[config.mk]
export PLATFORM = sky130hd
export DESIGN_NAME = wr_burst_sched
export DESIGN_NICKNAME = d
export VERILOG_FILES = /design/src/rtl/vdma_pkg.sv /design/src/rtl/wr_addr_gen.sv /design/src/rtl/wr_burst_sched.sv
export SDC_FILE = /design/constraint.sdc
export NUM_CORES = 2
export LEC_CHECK = 0
export ABC_AREA = 1
export CAP_MARGIN = 10
export CELL_PAD_IN_SITES_DETAIL_PLACEMENT = 1
export CELL_PAD_IN_SITES_GLOBAL_PLACEMENT = 1
export CORE_ASPECT_RATIO = 0.75
export CORE_MARGIN = 8
export CORE_UTILIZATION = 36
export DETAILED_ROUTE_END_ITERATION = 6
export PLACE_DENSITY = 0.78
export SLEW_MARGIN = 20
export SYNTH_ARGS = -nofsm -noshare
export SYNTH_HDL_FRONTEND = slang
export SYNTH_SLANG_ARGS = --single-unit
[constraint.sdc]
create_clock -name clock -period 10.85 [get_ports clock]
set_input_delay 1.6275 -clock clock [delete_from_list [all_inputs] [get_ports clock]]
set_output_delay 1.6275 -clock clock [all_outputs]
set_load 0.03 [all_outputs]
[src/rtl/vdma_pkg.sv]
// Shared definitions for the VDMA write path: scheduler states and defaults.
package vdma_pkg;

  typedef enum logic [2:0] {
    IDLE,
    WAIT_FRAME,
    WAIT_DATA,
    ISSUE,
    WAIT_DONE
  } state_t;

  localparam int BURST_LEN_DEF = 16;
  localparam int BPB_DEF       = 4;
  localparam int FB_NUM_DEF    = 3;

  // Burst length clamp: never run past the end of the line.
  function automatic logic [15:0] min16(input logic [15:0] a, input logic [15:0] b);
    return (a < b) ? a : b;
  endfunction

endpackage

[src/rtl/wr_addr_gen.sv]
// Burst start address generator. One register stage: the address for the
// current buffer/line/offset is ready the cycle after those values settle,
// and it is frozen while a command is being offered.
module wr_addr_gen #(
  parameter int ADDR_W = 32,
  parameter int BPB    = vdma_pkg::BPB_DEF
) (
  input  logic              clock,
  input  logic              rst_n,
  input  logic              en,
  input  logic [ADDR_W-1:0] base_addr,
  input  logic [ADDR_W-1:0] frame_stride,
  input  logic [ADDR_W-1:0] line_stride,
  input  logic [1:0]        fidx,
  input  logic [15:0]       line,
  input  logic [15:0]       offset,
  output logic [ADDR_W-1:0] addr
);

  logic [ADDR_W-1:0] addr_nx;

  // All terms wrap modulo 2^ADDR_W.
  always_comb begin
    addr_nx = base_addr
            + ADDR_W'(fidx)   * frame_stride
            + ADDR_W'(line)   * line_stride
            + ADDR_W'(offset) * ADDR_W'(BPB);
  end

  // Pipeline register; holds while the command is outstanding.
  always_ff @(posedge clock or negedge rst_n) begin
    if (!rst_n)  addr <= '0;
    else if (en) addr <= addr_nx;
  end

endmodule

[src/rtl/wr_burst_sched.sv]
// Write burst scheduler: walks a frame line by line in bursts of up to
// BURST_LEN beats, gating each burst on FIFO fill, and rotates through
// FB_NUM frame buffers. Handles mid-frame falign by restarting in the next
// buffer once any outstanding burst has completed.
module wr_burst_sched #(
  parameter int BURST_LEN = vdma_pkg::BURST_LEN_DEF,
  parameter int ADDR_W    = 32,
  parameter int BPB       = vdma_pkg::BPB_DEF,
  parameter int FB_NUM    = vdma_pkg::FB_NUM_DEF
) (
  input  logic              clock,
  input  logic              rst_n,
  input  logic              enable,
  input  logic [15:0]       vactive,
  input  logic [15:0]       hactive,
  input  logic [ADDR_W-1:0] base_addr,
  input  logic [ADDR_W-1:0] frame_stride,
  input  logic [ADDR_W-1:0] line_stride,
  input  logic              falign,
  input  logic [11:0]       fifo_count,
  output logic              cmd_valid,
  input  logic              cmd_ready,
  output logic [ADDR_W-1:0] cmd_addr,
  output logic [7:0]        cmd_len,
  input  logic              burst_done,
  output logic [1:0]        frame_idx,
  output logic              frame_done,
  output logic              resync_err,
  output logic              cfg_err
);
  import vdma_pkg::*;

  localparam logic [15:0] BL      = 16'(BURST_LEN);
  localparam logic [1:0]  FB_LAST = 2'(FB_NUM - 1);

  state_t            state;
  logic [15:0]       hact, vact, line, offset;
  logic [ADDR_W-1:0] fstride, lstride;
  logic              pend;

  logic [15:0]       len, offset_nx;
  logic              eol, last_burst, data_ok;
  logic [1:0]        fidx_nx;

  assign cfg_err = (hactive == 16'd0) || (vactive == 16'd0);

  // Current burst size and where it leaves us in the frame.
  always_comb begin
    len        = min16(BL, hact - offset);
    offset_nx  = offset + len;
    eol        = (offset_nx >= hact);
    last_burst = eol && ((line + 16'd1) == vact);
    data_ok    = ({4'd0, fifo_count} >= len);
    fidx_nx    = (frame_idx == FB_LAST) ? 2'd0 : frame_idx + 2'd1;
  end

  wr_addr_gen #(
    .ADDR_W (ADDR_W),
    .BPB    (BPB)
  ) u_addr (
    .clock        (clock),
    .rst_n        (rst_n),
    .en           (state != ISSUE),
    .base_addr    (base_addr),
    .frame_stride (fstride),
    .line_stride  (lstride),
    .fidx         (frame_idx),
    .line         (line),
    .offset       (offset),
    .addr         (cmd_addr)
  );

  // Scheduler FSM with registered command and status outputs.
  always_ff @(posedge clock or negedge rst_n) begin
    if (!rst_n) begin
      state      <= IDLE;
      cmd_valid  <= 1'b0;
      cmd_len    <= '0;
      frame_idx  <= '0;
      frame_done <= 1'b0;
      resync_err <= 1'b0;
      line       <= '0;
      offset     <= '0;
      pend       <= 1'b0;
      hact       <= '0;
      vact       <= '0;
      fstride    <= '0;
      lstride    <= '0;
    end else begin
      frame_done <= 1'b0;
      resync_err <= 1'b0;
      case (state)
        IDLE: begin
          if (enable) state <= WAIT_FRAME;
        end

        WAIT_FRAME: begin
          if (!enable) begin
            state <= IDLE;
          end else if (falign && !cfg_err) begin
            line    <= '0;
            offset  <= '0;
            hact    <= hactive;
            vact    <= vactive;
            fstride <= frame_stride;
            lstride <= line_stride;
            state   <= WAIT_DATA;
          end
        end

        WAIT_DATA: begin
          if (!enable) begin
            state <= IDLE;
          end else if (falign) begin
            // Frame restarted under us: abandon this buffer, begin the next.
            resync_err <= 1'b1;
            frame_idx  <= fidx_nx;
            line       <= '0;
            offset     <= '0;
            hact       <= hactive;
            vact       <= vactive;
            fstride    <= frame_stride;
            lstride    <= line_stride;
            state      <= cfg_err ? WAIT_FRAME : WAIT_DATA;
          end else if (data_ok) begin
            cmd_valid <= 1'b1;
            cmd_len   <= 8'(len - 16'd1);
            state     <= ISSUE;
          end
        end

        ISSUE: begin
          if (falign) begin
            resync_err <= 1'b1;
            pend       <= 1'b1;
          end
          if (cmd_ready) begin
            cmd_valid <= 1'b0;
            state     <= WAIT_DONE;
          end
        end

        WAIT_DONE: begin
          if (falign) begin
            resync_err <= 1'b1;
            pend       <= 1'b1;
          end
          if (burst_done) begin
            if (pend || falign) begin
              // Deferred restart: burst is finished, start the next buffer.
              pend      <= 1'b0;
              frame_idx <= fidx_nx;
              line      <= '0;
              offset    <= '0;
              hact      <= hactive;
              vact      <= vactive;
              fstride   <= frame_stride;
              lstride   <= line_stride;
              state     <= cfg_err ? WAIT_FRAME : WAIT_DATA;
            end else begin
              offset <= eol ? 16'd0 : offset_nx;
              line   <= eol ? line + 16'd1 : line;
              if (last_burst) begin
                frame_done <= 1'b1;
                frame_idx  <= fidx_nx;
                state      <= WAIT_FRAME;
              end else begin
                state <= WAIT_DATA;
              end
            end
          end
        end

        default: state <= IDLE;
      endcase
    end
  end

endmodule

==> results_dict.tcl <==
set metrics [dict create \
    status "finished clean" \
    reg2reg_from "line[11]$_DFFE_PN0P_" \
    critPathLaunchType "flop" \
    num_rows 84 \
    ant_nets 0 \
    finalCriticalPeriod_ns 6.84 \
    postCtsSetupBuffers 0 \
    postSynthAreaPerCell_um2 7.84 \
    grt_pass1_wl_um 134000 \
    cp_max_fo 14 \
    grt_overflow 0 \
    crit_required_ns 11.25 \
    grt_max_degree 75 \
    fin_nets 4084 \
    syn_area_um2 25400 \
    arrival_ns 7.24 \
    port_buffers 191 \
    max_slew_margin_pct 37.3 \
    initial_utilization_pct 36.3 \
    power_density_nw_per_um2 204 \
    gp_congestion 0.912 \
    drt-initial-drc-count 1457 \
    final_common_cell "nand2_1" \
    synth_edf_count 0 \
    first_pass_iters 5 \
    vias 21228 \
    wl_per_cell_um 19.7 \
    cts.clk_slew.worst_paths_ns 0.07 \
    cts_tree "done" \
    fp.dieH_um 246 \
    peakVddDrop_mv 0.116 \
    final_hold_viol_count 0 \
    whs_ns 0.484 \
    hpwl_um 69600 \
    fin_skew_ns 0.0164 \
    wl_um 85100 \
    antenna_found_initial 2 \
    worst-slew-pin-transition_ns 0.941 \
    cts-resized-gates 0 \
    track_usage_pct 21.9 \
    synth_cells 3244 \
    clock_path_buffers 2 \
    final_util_pct 41.2 \
    rsz0062_at_grt "no" \
    root_buffer "clkbuf_16" \
    max_freq_mhz 146 \
    synth_seq_area_share_pct 17.4 \
    pwr-share-clk_pct 12.0 \
    htreeDepth 4 \
    core_um2 70000 \
    cts_hold_buf 0 \
    viasPerCell 4.91 \
    regToRegEndpoint "u_addr.addr[31]$_DFFE_PN0N_" \
    die_x_um 323 \
    synth_cell_types 56 \
    synth_async_sr_flop_share_pct 100 \
    power.total_mw 5.89 \
    critPathKind "reg2reg" \
    clk-insertion-delay-late_ns 0.51 \
    max-cap-violations 0 \
    hold_class "reg2reg" \
    drive_gt1_share_pct 3.91 \
    pin_count 192 \
    combPwrFrac_pct 64.1 \
    power_leakage_nw 14.8 \
    die-area_um2 79500 \
    holdPathEnd "fstride[31]$_DFFE_PN0P_" \
    final_cell_mix "nand2_1 (988), inv_1 (698), fa_1 (410), clkdlybuf4s50_1 (190), dfrtp_1 (177)" \
    sw_frac_of_total_pct 54.3 \
    p_seq_share_pct 23.9 \
    min-delay-start "fstride[31]$_DFFE_PN0P_" \
    synth_flop_cell "dfrtp_1" \
    p_int_mw 2.69 \
    ff2ff_path_depth 23 \
    period_share_pct 63.0 \
    tns_ns 0 \
    setup_violations 0 \
    cts_num_sinks 177 \
    p_sw_mw 3.20 \
    min_delay_path_depth 2 \
    r2r_setup_slack_ns 4.01 \
    drc 0 \
    pre_cts_ws_ns 4.02 \
    slew_viol_final 0 \
    grt_pass1_vias 23356 \
    ys_ff_latch 177 \
    end_kind "flop" \
    cts_made_buffers 17 \
    synth_warnings 0 \
    timing.final.ws_setup_ns 4.01 \
    area_delta_synth_final_pct 13.5 \
]
worst max path at each step:
stage                                  endpoint  slack (ns)                   from
finish              u_addr.addr[31]$_DFFE_PN0N_        4.01   line[11]$_DFFE_PN0P_
global route               state[1]$_DFFE_PN0P_        3.50  offset[0]$_DFFE_PN0P_
CTS                 u_addr.addr[31]$_DFFE_PN0N_        3.97   line[11]$_DFFE_PN0P_
detailed placement  u_addr.addr[31]$_DFFE_PN0N_        4.02   line[11]$_DFFE_PN0P_
global placement    u_addr.addr[26]$_DFFE_PN0N_        4.22    line[1]$_DFFE_PN0P_
floorplan           u_addr.addr[26]$_DFFE_PN0N_        4.61    line[3]$_DFFE_PN0P_
power by group through the flow:
stage               registers (mW)  clock network [mW]  logic (mW)
finish                        1.41               0.708        3.77
global route                  1.45               0.752        4.23
CTS                           1.40               0.730        3.78
detailed placement            1.41                   0        3.74
global placement              1.40                   0        3.60
floorplan                     1.25                   0        2.56
Yosys cell counts (12+ instances only):
master | number | area (um2)
nand2_1 | 988 | 3710
inv_1 | 698 | 2620
fa_1 | 410 | 8210
dfrtp_1 | 177 | 4430
ha_1 | 166 | 2080
nand3_1 | 162 | 811
nor2_1 | 106 | 398
a21oi_1 | 90 | 450
clkbuf_1 | 84 | 315
o21ai_0 | 55 | 275
xor2_1 | 35 | 307
nand4_1 | 29 | 181
buf_2 | 24 | 120
o21ai_1 | 22 | 110
buf_1 | 21 | 78.8
xnor2_1 | 20 | 175
or2_2 | 17 | 106
nor3_1 | 13 | 65.1
nand3b_1 | 12 | 90.1
state kept, by name (all words and copies together), names as in the netlist, 3 cells and up:
register	cells
u_addr.addr	32
cmd_len	8
state	3
vact	16
lstride	32
offset	16
line	16
hact	16
fstride	32
cells by family (layout without fill, tap and decap cells):
group	Yosys count	after routing	synth area share [%]
fa+ha+maj	576	576	40.4
flops	177	177	17.4
other cells	2	18	0.0295
xor+xnor	57	57	2.05
buf+inv	848	963	12.9
compound gates	211	211	4.74
simple gates	1373	1373	22.5
critical path, stage by stage (launching register included):
cell      delay [ns]
dfrtp_1         0.86
buf_4           0.35
nand2_1         0.11
fa_1            0.54
inv_1           0.06
fa_1            0.50
inv_1           0.05
fa_1            0.56
fa_1            0.43
fa_1            0.53
inv_1           0.08
fa_1            0.50
fa_1            0.41
ha_1            0.40
nand2_1         0.10
nor2_1          0.13
nor3b_1         0.28
nand3_1         0.11
nand3_1         0.16
a21o_1          0.19
a21oi_1         0.10
nand3b_1        0.17
nand3_1         0.07
nand2_1         0.06
per-stage QoR:
step,area (um2),std cells
2_1_floorplan,25500,3259
3_3_place_gp,28200,4289
6_report,28900,4321
4_1_cts,28900,4320
5_1_grt,28900,4321
3_5_place_dp,28200,4289
layout make-up:
type / instances / area (um2)
Antenna cell: 1 / 2.50
Clock buffer: 18 / 439
Clock inverter: 13 / 196
Fill cell: 8620 / 41100
Inverter: 708 / 2660
Multi-Input combinational cell: 2234 / 17800
Sequential cell: 177 / 4430
Tap cell: 946 / 1180
Timing Repair Buffer: 224 / 2160
layer usage:
metal  track usage, %  vias up  wire (um)
met3             6.07      111       6820
met4             5.82        4       1950
met1             30.9    10652      40300
li1                 -     9853          -
met2             32.9      608      36000
met5                0        -         47
No activity file was read; power rests on OpenSTA's default activity.
